`config.mk`:
```
export PLATFORM = sky130hd
export DESIGN_NAME = cfg_reg_arbiter_flat
export DESIGN_NICKNAME = d
export VERILOG_FILES = /design/src/rtl/cfg_reg_arbiter_if.sv /design/src/rtl/cfg_reg_arbiter.sv /design/src/flat_wrapper.sv
export SDC_FILE = /design/constraint.sdc
export NUM_CORES = 1
export LEC_CHECK = 0
export CAP_MARGIN = 25
export CORE_ASPECT_RATIO = 1.1
export CORE_MARGIN = 2
export CORE_UTILIZATION = 40
export DETAILED_ROUTE_END_ITERATION = 6
export PLACE_DENSITY = 0.87
export SETUP_SLACK_MARGIN = 0.15
export SKIP_LAST_GASP = 1
export SLEW_MARGIN = 15
export SYNTH_ARGS = -nofsm -noshare
export SYNTH_HDL_FRONTEND = slang
export SYNTH_SLANG_ARGS = --single-unit
```
`constraint.sdc`:
```
create_clock -name clk -period 1.4 [get_ports clk]
set_input_delay 0.28 -clock clk [delete_from_list [all_inputs] [get_ports clk]]
set_output_delay 0.28 -clock clk [all_outputs]
set_load 0.1 [all_outputs]
```
`src/rtl/cfg_reg_arbiter_if.sv`:
```
// Bus bundle between the two requesters (host m0, self-test m1), the arbiter
// and the single-ported configuration register file.
interface cfg_reg_arbiter_if #(
    parameter int DATA_W = 16,
    parameter int ADDR_W = 3
);
    logic              m0_req;
    logic              m0_we;
    logic [ADDR_W-1:0] m0_addr;
    logic [DATA_W-1:0] m0_wdata;
    logic              m0_lock;
    logic              m0_gnt;
    logic              m0_rvalid;
    logic [DATA_W-1:0] m0_rdata;

    logic              m1_req;
    logic              m1_we;
    logic [ADDR_W-1:0] m1_addr;
    logic [DATA_W-1:0] m1_wdata;
    logic              m1_lock;
    logic              m1_gnt;
    logic              m1_rvalid;
    logic [DATA_W-1:0] m1_rdata;

    logic              cfg_write;
    logic [ADDR_W-1:0] cfg_address;
    logic [DATA_W-1:0] cfg_data_in;
    logic [DATA_W-1:0] cfg_data_out;

    // Environment side: both requesters plus the register file read port.
    modport master (
        output m0_req, m0_we, m0_addr, m0_wdata, m0_lock,
        input  m0_gnt, m0_rvalid, m0_rdata,
        output m1_req, m1_we, m1_addr, m1_wdata, m1_lock,
        input  m1_gnt, m1_rvalid, m1_rdata,
        input  cfg_write, cfg_address, cfg_data_in,
        output cfg_data_out
    );

    // Arbiter side.
    modport slave (
        input  m0_req, m0_we, m0_addr, m0_wdata, m0_lock,
        output m0_gnt, m0_rvalid, m0_rdata,
        input  m1_req, m1_we, m1_addr, m1_wdata, m1_lock,
        output m1_gnt, m1_rvalid, m1_rdata,
        output cfg_write, cfg_address, cfg_data_in,
        input  cfg_data_out
    );
endinterface

```
`src/rtl/cfg_reg_arbiter.sv`:
```
// Round-robin arbiter with per-port lock sharing the configuration register
// file between the host (m0) and self-test (m1) ports; one access per 3 cycles.

// Protocol checker: grant/valid pulses are exclusive and writes only occur on a grant.
module cfg_reg_arbiter_chk (
    input logic clk,
    input logic reset,
    input logic m0_gnt,
    input logic m1_gnt,
    input logic m0_rvalid,
    input logic m1_rvalid,
    input logic cfg_write
);
    a_gnt_onehot: assert property (@(posedge clk) disable iff (!reset)
        !(m0_gnt && m1_gnt));
    a_rvalid_onehot: assert property (@(posedge clk) disable iff (!reset)
        !(m0_rvalid && m1_rvalid));
    a_write_on_gnt: assert property (@(posedge clk) disable iff (!reset)
        cfg_write |-> (m0_gnt || m1_gnt));
    a_gnt_not_with_rvalid: assert property (@(posedge clk) disable iff (!reset)
        !((m0_gnt || m1_gnt) && (m0_rvalid || m1_rvalid)));
    a_m0_gnt_pulse: assert property (@(posedge clk) disable iff (!reset)
        m0_gnt |=> !m0_gnt);
    a_m1_gnt_pulse: assert property (@(posedge clk) disable iff (!reset)
        m1_gnt |=> !m1_gnt);
endmodule

module cfg_reg_arbiter #(
    parameter int DATA_W = 16,
    parameter int ADDR_W = 3
) (
    input logic               clk,
    input logic               reset,
    cfg_reg_arbiter_if.slave  bus
);
    typedef enum logic [1:0] {
        ST_IDLE   = 2'd0,
        ST_ACCESS = 2'd1,
        ST_DONE   = 2'd2
    } state_t;

    state_t            state_r, state_s;
    // Port identifiers: 1'b0 = m0, 1'b1 = m1.
    logic              last_r, last_s;
    logic              owner_r, owner_s;
    logic              rd_r, rd_s;

    logic              cfg_write_r, cfg_write_s;
    logic [ADDR_W-1:0] cfg_address_r, cfg_address_s;
    logic [DATA_W-1:0] cfg_data_in_r, cfg_data_in_s;
    logic              m0_gnt_r, m0_gnt_s;
    logic              m1_gnt_r, m1_gnt_s;
    logic              m0_rvalid_r, m0_rvalid_s;
    logic              m1_rvalid_r, m1_rvalid_s;
    logic [DATA_W-1:0] m0_rdata_r, m0_rdata_s;
    logic [DATA_W-1:0] m1_rdata_r, m1_rdata_s;

    logic              any_req_s;
    logic              last_req_s;
    logic              last_lock_s;
    logic              win_s;
    logic              win_we_s;
    logic [ADDR_W-1:0] win_addr_s;
    logic [DATA_W-1:0] win_wdata_s;

    // Winner selection: locked previous owner, else alternate on contention, else sole requester.
    always_comb begin
        any_req_s   = bus.m0_req | bus.m1_req;
        last_req_s  = last_r ? bus.m1_req  : bus.m0_req;
        last_lock_s = last_r ? bus.m1_lock : bus.m0_lock;
        win_s       = 1'b0;
        if (last_req_s && last_lock_s) begin
            win_s = last_r;
        end else if (bus.m0_req && bus.m1_req) begin
            win_s = ~last_r;
        end else if (bus.m0_req) begin
            win_s = 1'b0;
        end else begin
            win_s = 1'b1;
        end
        win_we_s    = win_s ? bus.m1_we    : bus.m0_we;
        win_addr_s  = win_s ? bus.m1_addr  : bus.m0_addr;
        win_wdata_s = win_s ? bus.m1_wdata : bus.m0_wdata;
    end

    // Next-state and next-output logic; every output is registered below.
    always_comb begin
        state_s       = state_r;
        last_s        = last_r;
        owner_s       = owner_r;
        rd_s          = rd_r;
        cfg_write_s   = 1'b0;
        cfg_address_s = cfg_address_r;
        cfg_data_in_s = cfg_data_in_r;
        m0_gnt_s      = 1'b0;
        m1_gnt_s      = 1'b0;
        m0_rvalid_s   = 1'b0;
        m1_rvalid_s   = 1'b0;
        m0_rdata_s    = m0_rdata_r;
        m1_rdata_s    = m1_rdata_r;
        case (state_r)
            ST_IDLE: begin
                if (any_req_s) begin
                    state_s       = ST_ACCESS;
                    owner_s       = win_s;
                    rd_s          = ~win_we_s;
                    cfg_write_s   = win_we_s;
                    cfg_address_s = win_addr_s;
                    cfg_data_in_s = win_wdata_s;
                    m0_gnt_s      = ~win_s;
                    m1_gnt_s      = win_s;
                end else begin
                    state_s = ST_IDLE;
                end
            end
            ST_ACCESS: begin
                state_s = ST_DONE;
                // cfg_data_out is a combinational read of cfg_address, stable all of ACCESS.
                if (rd_r && owner_r) begin
                    m1_rdata_s  = bus.cfg_data_out;
                    m1_rvalid_s = 1'b1;
                end else if (rd_r) begin
                    m0_rdata_s  = bus.cfg_data_out;
                    m0_rvalid_s = 1'b1;
                end else begin
                    m0_rvalid_s = 1'b0;
                    m1_rvalid_s = 1'b0;
                end
            end
            ST_DONE: begin
                state_s = ST_IDLE;
                last_s  = owner_r;
            end
            default: begin
                state_s = ST_IDLE;
            end
        endcase
    end

    // FSM state register.
    always_ff @(posedge clk or negedge reset) begin
        if (!reset) begin
            state_r <= ST_IDLE;
        end else begin
            state_r <= state_s;
        end
    end

    // Arbitration history, transaction context and registered outputs.
    always_ff @(posedge clk or negedge reset) begin
        if (!reset) begin
            last_r        <= 1'b1;
            owner_r       <= 1'b0;
            rd_r          <= 1'b0;
            cfg_write_r   <= 1'b0;
            cfg_address_r <= {ADDR_W{1'b0}};
            cfg_data_in_r <= {DATA_W{1'b0}};
            m0_gnt_r      <= 1'b0;
            m1_gnt_r      <= 1'b0;
            m0_rvalid_r   <= 1'b0;
            m1_rvalid_r   <= 1'b0;
            m0_rdata_r    <= {DATA_W{1'b0}};
            m1_rdata_r    <= {DATA_W{1'b0}};
        end else begin
            last_r        <= last_s;
            owner_r       <= owner_s;
            rd_r          <= rd_s;
            cfg_write_r   <= cfg_write_s;
            cfg_address_r <= cfg_address_s;
            cfg_data_in_r <= cfg_data_in_s;
            m0_gnt_r      <= m0_gnt_s;
            m1_gnt_r      <= m1_gnt_s;
            m0_rvalid_r   <= m0_rvalid_s;
            m1_rvalid_r   <= m1_rvalid_s;
            m0_rdata_r    <= m0_rdata_s;
            m1_rdata_r    <= m1_rdata_s;
        end
    end

    assign bus.cfg_write   = cfg_write_r;
    assign bus.cfg_address = cfg_address_r;
    assign bus.cfg_data_in = cfg_data_in_r;
    assign bus.m0_gnt      = m0_gnt_r;
    assign bus.m1_gnt      = m1_gnt_r;
    assign bus.m0_rvalid   = m0_rvalid_r;
    assign bus.m1_rvalid   = m1_rvalid_r;
    assign bus.m0_rdata    = m0_rdata_r;
    assign bus.m1_rdata    = m1_rdata_r;

    cfg_reg_arbiter_chk u_chk (
        .clk       (clk),
        .reset     (reset),
        .m0_gnt    (m0_gnt_r),
        .m1_gnt    (m1_gnt_r),
        .m0_rvalid (m0_rvalid_r),
        .m1_rvalid (m1_rvalid_r),
        .cfg_write (cfg_write_r)
    );
endmodule

```
`src/flat_wrapper.sv`:
```
// flat-port wrapper written by rule: the top's interface ports become plain ports
module cfg_reg_arbiter_flat 
#(
    parameter int DATA_W = 16,
    parameter int ADDR_W = 3
)
  (clk, reset, bus_m0_req, bus_m0_we, bus_m0_addr, bus_m0_wdata, bus_m0_lock, bus_m0_gnt, bus_m0_rvalid, bus_m0_rdata, bus_m1_req, bus_m1_we, bus_m1_addr, bus_m1_wdata, bus_m1_lock, bus_m1_gnt, bus_m1_rvalid, bus_m1_rdata, bus_cfg_write, bus_cfg_address, bus_cfg_data_in, bus_cfg_data_out);
  cfg_reg_arbiter_if #(.DATA_W(DATA_W), .ADDR_W(ADDR_W)) bus_i ();
  input logic clk;
  input logic reset;
  input wire logic [$bits(bus_i.m0_req)-1:0] bus_m0_req;
  input wire logic [$bits(bus_i.m0_we)-1:0] bus_m0_we;
  input wire logic [$bits(bus_i.m0_addr)-1:0] bus_m0_addr;
  input wire logic [$bits(bus_i.m0_wdata)-1:0] bus_m0_wdata;
  input wire logic [$bits(bus_i.m0_lock)-1:0] bus_m0_lock;
  output wire logic [$bits(bus_i.m0_gnt)-1:0] bus_m0_gnt;
  output wire logic [$bits(bus_i.m0_rvalid)-1:0] bus_m0_rvalid;
  output wire logic [$bits(bus_i.m0_rdata)-1:0] bus_m0_rdata;
  input wire logic [$bits(bus_i.m1_req)-1:0] bus_m1_req;
  input wire logic [$bits(bus_i.m1_we)-1:0] bus_m1_we;
  input wire logic [$bits(bus_i.m1_addr)-1:0] bus_m1_addr;
  input wire logic [$bits(bus_i.m1_wdata)-1:0] bus_m1_wdata;
  input wire logic [$bits(bus_i.m1_lock)-1:0] bus_m1_lock;
  output wire logic [$bits(bus_i.m1_gnt)-1:0] bus_m1_gnt;
  output wire logic [$bits(bus_i.m1_rvalid)-1:0] bus_m1_rvalid;
  output wire logic [$bits(bus_i.m1_rdata)-1:0] bus_m1_rdata;
  output wire logic [$bits(bus_i.cfg_write)-1:0] bus_cfg_write;
  output wire logic [$bits(bus_i.cfg_address)-1:0] bus_cfg_address;
  output wire logic [$bits(bus_i.cfg_data_in)-1:0] bus_cfg_data_in;
  input wire logic [$bits(bus_i.cfg_data_out)-1:0] bus_cfg_data_out;
  assign bus_i.m0_req = bus_m0_req;
  assign bus_i.m0_we = bus_m0_we;
  assign bus_i.m0_addr = bus_m0_addr;
  assign bus_i.m0_wdata = bus_m0_wdata;
  assign bus_i.m0_lock = bus_m0_lock;
  assign bus_m0_gnt = bus_i.m0_gnt;
  assign bus_m0_rvalid = bus_i.m0_rvalid;
  assign bus_m0_rdata = bus_i.m0_rdata;
  assign bus_i.m1_req = bus_m1_req;
  assign bus_i.m1_we = bus_m1_we;
  assign bus_i.m1_addr = bus_m1_addr;
  assign bus_i.m1_wdata = bus_m1_wdata;
  assign bus_i.m1_lock = bus_m1_lock;
  assign bus_m1_gnt = bus_i.m1_gnt;
  assign bus_m1_rvalid = bus_i.m1_rvalid;
  assign bus_m1_rdata = bus_i.m1_rdata;
  assign bus_cfg_write = bus_i.cfg_write;
  assign bus_cfg_address = bus_i.cfg_address;
  assign bus_cfg_data_in = bus_i.cfg_data_in;
  assign bus_i.cfg_data_out = bus_cfg_data_out;
  cfg_reg_arbiter #(.DATA_W(DATA_W), .ADDR_W(ADDR_W)) u_core (.clk(clk), .reset(reset), .bus(bus_i));
endmodule
```
== Word level (Yosys, flattened, before mapping) ==
Index checks and enable logic that the tools add are counted.
Widths: inputs -> output; s select.

* Add/sub/neg operators: 0
* Shift operators: 0
* Bitwise operators: 5
* Eq/ne operators: 2
* Mux-type cells: 21
* Reductions and logical operators: 7
* $lt $le $gt $ge: 0
* Div/mod/pow operators: 0
* $mul: 0

{| class="wikitable"
|+ Operators by type and width
! kind !! count
|-
| $mux 1 || 18
|-
| $mux 16 || 1
|-
| $not 1->1 || 4
|-
| $pmux 2 s2 || 1
|-
| $reduce_and 2->1 || 2
|-
| $logic_and 1x1->1 || 3
|-
| $mux 3 || 1
|-
| $reduce_and 3->1 || 1
|-
| $eq 2x1->1 const B || 1
|-
| $eq 2x2->1 const B || 1
|-
| $logic_not 2->1 || 1
|-
| $or 1x1->1 || 1
|}

* Memory bits (read-only): 0
* Bits in writable memories: 0
* Latch bits: 0
* Logic and storage cells: 48
* Bits in registers: 61
* Output and inout port bits: 56
* Memories: 0

== Depth between registers and ports, before layout ==
* Depth in word-level cells: 6
* Gate-level depth with buffers: 6
* Gate-level depth less buffers: 4

== Least setup slack after synthesis ==
Ideal clock, no wire load.

* Path kind: register -> register
* From: register u_core.state_r[1]
* To: register u_core.m0_rdata_r[10], in the netlist u_core.bus.m0_rdata[10]
* Clock period less this slack: 1,409 ps
* Data arrival time: 1,283 ps
* Path buffers: 2
* Required time: 1,274 ps
* Cell stages (with the launch flop): 6
* Slack: -9 ps
* Path through: dfrtp_1 nor2b_4 and3b_1 buf_6 buf_8 mux2_4

* Longest elaborated chain between the ends: 2

{| class="wikitable"
|+ RTL lines
! item !! line !! RTL
|-
| from (decl) || cfg_reg_arbiter.sv:42 || <nowiki>state_t state_r, state_s;</nowiki>
|-
| from (signal assigned) || cfg_reg_arbiter.sv:145 || <nowiki>state_r <= state_s;</nowiki>
|-
| $eq 2x1->1 || cfg_reg_arbiter.sv:101 || <nowiki>case (state_r)</nowiki>
|-
| $reduce_and 3->1 (no source line) || - ||
|-
| to (signal assigned) || cfg_reg_arbiter.sv:162 || <nowiki>m0_rdata_r <= {DATA_W{1'b0}};</nowiki>
|-
| to (signal assigned) || cfg_reg_arbiter.sv:175 || <nowiki>m0_rdata_r <= m0_rdata_s;</nowiki>
|-
| to (decl) || cfg_reg_arbiter.sv:55 || <nowiki>logic [DATA_W-1:0] m0_rdata_r, m0_rdata_s;</nowiki>
|}

Every way passes these cells.
A chain may end at the register's enable or synchronous reset.

== Final worst setup path ==
* From: register u_core.last_r
* To: register u_core.cfg_data_in_r[12], in the netlist u_core.bus.cfg_data_in[12]

* Longest elaborated chain between the ends: 4

{| class="wikitable"
|+ RTL lines
! item !! line !! RTL
|-
| from (decl) || cfg_reg_arbiter.sv:44 || <nowiki>logic last_r, last_s;</nowiki>
|-
| from (signal assigned) || cfg_reg_arbiter.sv:165 || <nowiki>last_r <= last_s;</nowiki>
|-
| $mux 1 (tied with other cells) || cfg_reg_arbiter.sv:69 || <nowiki>last_req_s = last_r ? bus.m1_req : bus.m0_req;</nowiki>
|-
| $logic_and 1x1->1 or $mux 1 (tied branches) || cfg_reg_arbiter.sv:72, cfg_reg_arbiter.sv:74 ||
|-
| $mux 1 (*) || cfg_reg_arbiter.sv:72 || <nowiki>if (last_req_s && last_lock_s) begin</nowiki>
|-
| $mux 16 (*) || cfg_reg_arbiter.sv:83 || <nowiki>win_wdata_s = win_s ? bus.m1_wdata : bus.m0_wdata;</nowiki>
|-
| to (signal assigned) || cfg_reg_arbiter.sv:157 || <nowiki>cfg_data_in_r <= {DATA_W{1'b0}};</nowiki>
|-
| to (signal assigned) || cfg_reg_arbiter.sv:170 || <nowiki>cfg_data_in_r <= cfg_data_in_s;</nowiki>
|-
| to (decl) || cfg_reg_arbiter.sv:50 || <nowiki>logic [DATA_W-1:0] cfg_data_in_r, cfg_data_in_s;</nowiki>
|}

Mark *: on every way between the ends. The rest lies on a longest branch, timed or not.

==> run_results.csv <==
group,metric,value,unit
status,status,"complete, but fails checks",
status,violations,"setup timing",
job,drv_cap,0,
clocking,clock-root-buffer,"clkbuf_8",
routing,via_per_inst,5.51,
global_routing,antenna_found_initial,0,
die,rows,33,
global_routing,grt_max_degree,62,
timing,slew_headroom,0.785,
cells_and_area,layout.cells.non_filler,512,
die,start_util,0.410,
die,fp.dieW,87.2,µm
setup_path,critPathRequiredTime,1620,ps
placed_design,place.gp.congestion,0.807,
routing,met2_length,4730,µm
timing,fin_crit_sh,1.02,
global_routing,grt_overflow,0,
clocking,htreeDepth,3,
routing,vias,2821,
yosys,synth_cell_types,28,
routing,drt-met1-wl,3500,µm
setup_path,crit_type,"reg -> reg",
routing,wl_per_cell,17.5,µm
timing,setup_viol,23,
routing,top_layer,"met4",
die,die_area,8330,µm²
yosys,synth_area,3050,µm²
clocking,clockBufferDepth,2,
routing,routed-wl-met3,509,µm
routing,wl,8960,µm
timing,worst_pin_slew,323,ps
cells_and_area,drive_above_1_share,0.414,
setup_path,cp.arrival,1650,ps
timing,rsz0062_at_grt,"true",
routing,drcViolationCount,0,
yosys,synth-seq-cells,61,
global_routing,globalRouteTotalUtil,0.227,
yosys,synth_top_area_share,0.493,
yosys,yosys_warnings,0,
timing,skew,8.75,ps
timing,hold_violations,0,
cells_and_area,area_delta_synth_final,81.4,%
routing,ant_nets,0,
placed_design,placed_cells,480,
clocking,clk_pin_slew,70,ps
global_routing,grt_pass1_wl,14500,µm
clocking,tritoncts,"done",
timing,period_needed,1430,ps
setup_path,cp-end-kind,"flip-flop",
routing,drtIter0Drc,67,
placed_design,port_buffers,117,
timing,postLayoutSetupSlackWorst,-30.0,ps
yosys,synth_nets,343,
worst_hold_path,hp-class,"in -> async",
die,chipHeight,95.5,µm
cells_and_area,nets,482,
clocking,cts_sinks,61,
timing,hold_slack,485,ps
routing,dr.pass1.iters,4,
yosys,ys_seq_area_frac,0.502,
timing,fmax,699,MHz
setup_path,critPathLaunchType,"flip-flop",
clocking,clk-insertion-delay-late,340,ps
clocking,numCtsBuffers,9,
timing,timing.final.max_slew_violations,0,
yosys,synthCells,281,
cells_and_area,n_antenna_cell,0,
cells_and_area,design_area,5520,µm²
setup_path,cp_max_fo,9,
die,coreArea,7430,µm²
placed_design,dp.final_hpwl,5940,µm
yosys,yosysTopAreaCell,"dfrtp_1",
yosys,syn_avg_cell_area,10.8,µm²
setup_path,rr_worst_depth,4,
yosys,synth_area_leaders,"dfrtp_1 (49%), mux2_1 (8.5%), o32ai_1 (5.8%)",
global_routing,grt_pass1_vias,2954,
placed_design,placed_area,5080,µm²
die,pin_count,118,
area by class of cell:
class | count | area (µm²)
well taps | 87 | 109
multi-input cells | 172 | 1470
inverters | 23 | 86.3
clock buffers | 12 | 145
repair buffers | 153 | 2130
clock inverters | 4 | 25.0
fillers | 450 | 1910
flip-flops and latches | 61 | 1560
logic make-up after synthesis:
logic type / share of synthesized area
AO/OA/AOI/OAI: 0.214
flip-flops: 0.502
AND/OR/NAND/NOR: 0.0805
buffers and inverters: 0.0711
multiplexers: 0.133
metal layers:
layer  global-route usage  vias up
met3               0.0511       20
met1                0.265     1375
met4               0.0974        0
met2                0.401      142
li1                     -     1284
met5                    0        -
cells in the mapped netlist:
master	instances
nor2_1	2
o31a_1	19
dfstp_2	1
o32ai_1	20
and3b_1	1
nand2_1	41
dfrtp_1	60
buf_8	1
clkbuf_1	17
a21oi_1	2
nand3_4	1
nand2b_1	2
a31oi_1	21
inv_2	2
a21bo_2	1
or2_1	1
buf_6	1
mux2_1	23
mux2_2	1
and2_1	1
nor2b_4	1
inv_1	21
o21a_1	1
a21o_1	19
buf_2	8
mux2_4	9
o31ai_1	1
nor2b_1	3
state kept, by name (all words and copies together) (netlist names), 2 cells and up:
signal and cells:
u_core.bus.cfg_data_in 16, u_core.bus.m0_rdata 16, u_core.bus.m1_rdata 16, u_core.bus.cfg_address 3, u_core.state_r 2
worst paths after layout:
kind	slack [ps]	start	endpoint
setup / recovery	-30	u_core.last_r$_DFFE_PN1N_	u_core.bus.cfg_data_in[12]$_DFFE_PN0P_
hold / removal	490	reset	u_core.bus.m0_rdata[3]$_DFFE_PN0P_
setup reg to reg	-30	u_core.last_r$_DFFE_PN1N_	u_core.bus.cfg_data_in[12]$_DFFE_PN0P_
hold reg to reg	540	u_core.bus.m0_rdata[2]$_DFFE_PN0P_	u_core.bus.m0_rdata[2]$_DFFE_PN0P_
max in group asynchronous	610	reset	u_core.last_r$_DFFE_PN1N_
min in group clk	540	u_core.bus.m0_rdata[2]$_DFFE_PN0P_	u_core.bus.m0_rdata[2]$_DFFE_PN0P_
stage by stage:
| step | worst slack [ps] | util | setup TNS (ps) |
|---|---|---|---|
| 2_1_floorplan | -5.07 | - | -45.6 |
| 3_3_place_gp | -214 | 0.684 | -4940 |
| 3_5_place_dp | -270 | 0.684 | -6140 |
| 4_1_cts | -38.7 | 0.730 | -319 |
| 5_1_grt | -81.4 | 0.743 | -1820 |
| 6_report | -30.0 | 0.743 | -255 |
worst max-delay path, stage by stage, from the launching register on:
cell	delay (ps)
dfstp_2	590
nor2b_4	220
buf_12	150
o32ai_2	100
o31a_1	260
placed cells by master (no fill, tap or decap), types with 2 or more instances in the layout:
cell / synthesis / routed
nor2_2: 0 / 2
buf_12: 0 / 64
clkbuf_8: 0 / 10
buf_4: 0 / 23
o31a_1: 19 / 19
inv_1: 21 / 21
inv_2: 2 / 2
nor2b_4: 1 / 2
clkinv_2: 0 / 2
dfrtp_1: 60 / 37
nand2_1: 41 / 40
clkinvlp_4: 0 / 2
a31oi_1: 21 / 19
clkdlybuf4s50_1: 0 / 60
nand2b_4: 0 / 4
clkbuf_1: 17 / 2
mux2_1: 23 / 7
o32ai_1: 20 / 18
dfrtp_2: 0 / 23
buf_6: 1 / 3
a21o_1: 19 / 19
mux2_4: 9 / 25
repair_timing:
| action | CTS | global route |
|---|---|---|
| gates resized for setup | 12 | 12 |
| buffers inserted | 5 | 7 |
| hold buffers | 1 | 0 |
| endpoints found under the setup margin | 56 | 72 |
| pin swaps | 5 | 2 |
| gates cloned | 3 | 0 |
| hold endpoints to repair | 60 | 0 |
Power is not shown: default switching activity piles up to over one toggle a cycle in this logic, so the estimate is an artifact.
==> RTL edit 1: new RTL, same settings <==
`ADDR_W` is set to 3 in 3 places; all go to 2.
--- a/src/rtl/cfg_reg_arbiter_if.sv
+++ b/src/rtl/cfg_reg_arbiter_if.sv
@@ -2,7 +2,7 @@
 // and the single-ported configuration register file.
 interface cfg_reg_arbiter_if #(
     parameter int DATA_W = 16,
-    parameter int ADDR_W = 3
+    parameter int ADDR_W = 2
 );
     logic              m0_req;
     logic              m0_we;
--- a/src/rtl/cfg_reg_arbiter.sv
+++ b/src/rtl/cfg_reg_arbiter.sv
@@ -27,7 +27,7 @@
 
 module cfg_reg_arbiter #(
     parameter int DATA_W = 16,
-    parameter int ADDR_W = 3
+    parameter int ADDR_W = 2
 ) (
     input logic               clk,
     input logic               reset,
--- a/src/flat_wrapper.sv
+++ b/src/flat_wrapper.sv
@@ -2,7 +2,7 @@
 module cfg_reg_arbiter_flat 
 #(
     parameter int DATA_W = 16,
-    parameter int ADDR_W = 3
+    parameter int ADDR_W = 2
 )
   (clk, reset, bus_m0_req, bus_m0_we, bus_m0_addr, bus_m0_wdata, bus_m0_lock, bus_m0_gnt, bus_m0_rvalid, bus_m0_rdata, bus_m1_req, bus_m1_we, bus_m1_addr, bus_m1_wdata, bus_m1_lock, bus_m1_gnt, bus_m1_rvalid, bus_m1_rdata, bus_cfg_write, bus_cfg_address, bus_cfg_data_in, bus_cfg_data_out);
   cfg_reg_arbiter_if #(.DATA_W(DATA_W), .ADDR_W(ADDR_W)) bus_i ();
Interface: changed (resized bus_cfg_address, bus_m0_addr and bus_m1_addr); port bits go from 118 to 115. No check against the original RTL was run, so the function may have changed too.
==> RTL edit 1 against the original RTL <==
Design area rose by 2.7%; global-route usage rose by 2.6 points; area after synthesis fell by 1.3%; the run still ends with setup timing left; wire length rose by 23%; critical endpoint is now u_core.bus.m0_rdata[9]; first-iteration DRC count rose to 3.1 times the old value; sequential cell count fell by 1; worst setup slack got worse by 0.071 ns; fmax fell by 4.7%.
Power is left out: the tool's default activity adds up to more than one toggle a clock period on the data nets, which glitch-free logic cannot reach.
==> RTL edit 1: results (changes against the original RTL) <==
largest net degree at the start of global routing=33 (-47%); Yosys cell types=30 (+7.1%); drt via density=5.735 (+4.1%); initial antenna violation count=0 (unchanged); nets=474 (-1.7%); Seq/Total Area, Yosys=0.5000 (-0.001643); DRT iter0 DRCs=207 (+210%); Clock transition at path regs=0.07 ns (about the same); Final Wtd Congestion=0.8553 (+5.9%); total CTS buffers=9 (unchanged); final worst slack=-0.1012 ns (-0.07116 ns); CP max stage delay=0.52 ns (-0.07 ns); arrival time worst endpoint=1.72 ns (+0.07 ns); Worst Path Max Fanout=8 (-1); CTS max path bufs=2 (unchanged); clock skew=0.01218 ns (+0.003433 ns); top post-synthesis cells by count=dfrtp_1, nand2_1, mux2_2, inv_1, a31oi_1; GRT Overall Usage=0.2530 (+0.02557); Slew HR=0.7407 (-0.04385); Top Family by Delay on Critical Path=flip-flops; dpl hpwl=6.319 mm (+6.4%); Max H-tree Level=3 (unchanged); share of post-route cells with drive strength above 1=0.4654 (+0.05128); DR DRC count=0 (unchanged); CTS tree=built; Root Driver=clkbuf_8; final setup fails=52 (+130%); status=complete, but fails checks; async set-reset flop share out of synthesis=1.000 (unchanged); Layout fillers=377 (-16%); post-DR wirelength/cell=21.77 um (+24%); Fin. Hold Viols=0 (unchanged); failing checks=setup timing; first-pass GRT wire length=15.73 mm (+8.3%); clk_lat worst skew=0.34 ns (about the same); top cells by area, synth=dfrtp_1, mux2_2, o31a_1; YS warnings=0 (unchanged); # port buffers=114 (-2.6%); Pre-antenna DRT Iters=6 (+2); # diodes=0 (unchanged); syn nets=331 (-3.5%); Worst Hold Class=register to register; vias in the first global route=3035 (+2.7%); Slowest cell on crit path=dfrtp_1
RTL edit 1: changes by cell type in the layout (fill, tap and decap cells not counted), moves of 7 or more:
| cell | unedited run | this run |
|---|---|---|
| mux2_2 | 1 | 14 |
| dfrtp_2 | 23 | 16 |
| mux2_4 | 25 | 17 |
| o32ai_1 | 18 | 2 |
| buf_6 | 3 | 11 |
| o32ai_2 | 1 | 16 |
RTL edit 1: final timing paths:
path	startpoint	to	slack [ns]	cells after the start
max	u_core.rd_r	u_core.bus.m0_rdata[9]	-0.10	4
min	u_core.state_r[1]	u_core.state_r[1]	0.51	1
max reg2reg	u_core.rd_r	u_core.bus.m0_rdata[9]	-0.10	4
min reg2reg	u_core.state_r[1]	u_core.state_r[1]	0.51	1
max in group asynchronous	reset	u_core.last_r	0.56	3
min in group asynchronous	reset	u_core.bus.cfg_data_in[9]	0.52	3
RTL edit 1: final cells by class:
cell class | count | area, um2 | area share
Sequential cell | 60 | 1523 | 0.2684
Inverter | 22 | 82.58 | 0.01456
Tap cell | 87 | 108.9 | 0.01919
Timing Repair Buffer | 153 | 2167 | 0.3820
Clock buffer | 11 | 131.4 | 0.02316
Clock inverter | 5 | 100.1 | 0.01764
Multi-Input combinational cell | 168 | 1560 | 0.2750
RTL edit 1: per-stage QoR:
| stage | area (um2) | TNS, ns | utilization | instances | worst slack (ns) |
|---|---|---|---|---|---|
| detailed placement | 4969 | -6.265 | 0.6723 | 468 | -0.2959 |
| floorplan | 3131 | 0 | - | 271 | 0.008508 |
| finish | 5673 | -2.932 | 0.7676 | 506 | -0.1012 |
| global placement | 4969 | -5.151 | 0.6723 | 468 | -0.2363 |
| global route | 5673 | -3.774 | 0.7676 | 506 | -0.1201 |
| CTS | 5533 | -0.3455 | 0.7486 | 500 | -0.03011 |
RTL edit 1: per-layer routing:
metal / track usage / up-vias / wire (um)
met5: 0 / - / 0
met4: 0.1198 / 0 / 400
li1: - / 1265 / -
met1: 0.2907 / 1431 / 4240
met2: 0.4455 / 169 / 5671
met3: 0.05507 / 37 / 706
RTL edit 1: cell families after synthesis:
logic type	after synthesis	synth area share
AO/OA/AOI/OAI	80	0.2086
buffers and inverters	47	0.07743
flip-flops	60	0.5000
multiplexers	33	0.1349
AND/OR/NAND/NOR	51	0.07910
RTL edit 1: timing repair:
| item | 4_1_cts | 5_1_grt |
|---|---|---|
| hold endpoints to repair | 59 | 0 |
| cloned | 7 | 2 |
| pin swaps | 1 | 3 |
| gates resized for setup | 29 | 18 |
| setup endpoints to repair | 56 | 63 |
| setup buffers | 8 | 4 |
| hold buffers | 1 | 0 |
==> RTL edit 2: new RTL, same flow settings <==
Without the edit above. Re-encode `state_t` (3 states) as one-hot, 3 bits wide.
--- a/src/rtl/cfg_reg_arbiter.sv
+++ b/src/rtl/cfg_reg_arbiter.sv
@@ -33,10 +33,10 @@
     input logic               reset,
     cfg_reg_arbiter_if.slave  bus
 );
-    typedef enum logic [1:0] {
-        ST_IDLE   = 2'd0,
-        ST_ACCESS = 2'd1,
-        ST_DONE   = 2'd2
+    typedef enum logic [2:0] {
+        ST_IDLE   = 3'b001,
+        ST_ACCESS = 3'b010,
+        ST_DONE   = 3'b100
     } state_t;
 
     state_t            state_r, state_s;
Function: no difference found for any inputs over 10 cycles, from zero or initial values and one cycle with reset low; not proved beyond that.
==> RTL edit 2 against the original RTL <==
The flow still finishes with violations (setup timing); worst setup slack worse by 0.14 ns; wire length down 21%; area after synthesis down 15%; largest cell class unchanged; highest routed layer unchanged; sequential cell count up 1; design area down 9.2%; critical path depth up 2.
Power is left out: the tool's default activity adds up to more than one toggle a clock period on the data nets, which glitch-free logic cannot reach.
==> RTL edit 2: results (changes against the original RTL) <==
status=complete, but fails checks; failing checks=setup timing; top cells by area, synth=dfrtp_1, mux2_4, mux2i_1; routed via count=1967 (-30%); total CTS buffers=9 (unchanged); vias in the first global route=2226 (-25%); Worst Hold Class=primary input to async pin; clock skew=0.01028 ns (+0.001532 ns); final core occ=0.8095 (+0.06623); Placed Cells=387 (-19%); Worst Path Max Fanout=9 (unchanged); final setup fails=55 (+140%); R2R setup slack=-0.17 ns (-0.14 ns); Yosys cell types=22 (-21%); CP max stage delay=0.57 ns (-0.02 ns); final worst slack=-0.1696 ns (-0.1396 ns); largest net degree at the start of global routing=63 (+1.6%); dpl cell area=4556 um2 (-10%); syn avg cell area=14.23 um2 (+31%); Final Wtd Congestion=0.7107 (-12%); DRT iter0 DRCs=45 (-33%); reg2reg end=u_core.bus.cfg_data_in[2]; Layout fillers=334 (-26%); drt via density=4.728 (-14%); dpl hpwl=5.003 mm (-16%); top post-synthesis cells by count=dfrtp_1, nor2_1, mux2i_1, a21oi_1, mux2_4; syn nets=243 (-29%); R2R depth=6 (+2); Seq/Total Area, Yosys=0.6035 (+0.1019); first-pass GRT wire length=11.39 mm (-22%); GRT Overall Usage=0.2195 (-0.008006); Slew HR=0.7815 (-0.003032); share of post-route cells with drive strength above 1=0.4762 (+0.06207)
-- RTL edit 2: changes by cell type after synthesis, moves of 8 or more --
cell / change
nand2_1: -41
mux2_1: -23
nor2_1: +23
a31oi_1: -21
mux2i_1: +20
o32ai_1: -20
a21o_1: -19
inv_1: -19
o31a_1: -19
a21oi_1: +17
mux2_2: +15
clkbuf_1: -13
mux2_4: +9
buf_2: -8
-- RTL edit 2: critical path: cells and delay by family, from the launching register on --
family	cells	cell delay, ns
flops	1	0.57
simple gates	1	0.07
buf+inv	2	0.28
mux	1	0.23
compound gates	2	0.29
-- RTL edit 2: routing by layer --
layer  vias to the layer above  global-route usage  wire (um)
met1                       976              0.2294       2504
met4                         0             0.08320        108
met2                        58              0.4250       4178
met5                         -                   0          0
met3                        10             0.04742        333
li1                        923                   -          -
-- RTL edit 2: cell type report --
type                    count  share of cell area
repair buffers            148              0.4205
flip-flops and latches     62              0.3117
multi-input cells         108              0.2079
clock buffers              11             0.02820
well taps                  80             0.01997
clock inverters             4            0.009483
inverters                   3            0.002246
-- RTL edit 2: metrics by stage --
step	setup WS [ns]	setup TNS [ns]	hold WS [ns]
finish	-0.1696	-4.164	0.4859
floorplan	-0.1180	-1.288	-0.01559
global route	-0.2279	-8.369	0.5318
CTS	-0.1021	-2.759	0.4949
global placement	-0.3145	-7.625	0.3095
detailed placement	-0.3506	-9.372	0.3141
-- RTL edit 2: timing repair --
item                                    4_1_cts  5_1_grt
setup buffers                                 3        7
pin swaps                                     2        4
endpoints found under the setup margin       55       64
endpoints found under the hold margin        60        0
hold buffers                                  1        0
gates cloned                                  2        1
gates resized for setup                      10       19
-- RTL edit 2: logic make-up (layout without fill, tap and decap cells) --
family          count (synthesis)  in the layout  share of synthesized area
compound gates                 21             21                    0.04470
buf+inv                        11            166                    0.02818
simple gates                   33             33                    0.07095
mux                            54             54                     0.2527
flops                          62             62                     0.6035
-- RTL edit 2: worst max path at each step --
| stage | start | to | slack (ns) | depth (start not counted) |
|---|---|---|---|---|
| after floorplan | u_core.state_r[2] | u_core.bus.m0_rdata[10] | -0.12 | 5 |
| after global placement | bus_m0_lock | u_core.bus.cfg_data_in[2] | -0.31 | 6 |
| after detailed placement | bus_m0_lock | u_core.bus.cfg_data_in[10] | -0.35 | 6 |
| after CTS | u_core.state_r[2] | u_core.bus.m0_rdata[15] | -0.10 | 5 |
| after global routing | u_core.last_r | u_core.bus.cfg_data_in[2] | -0.23 | 6 |
| final | u_core.last_r | u_core.bus.cfg_data_in[2] | -0.17 | 6 |
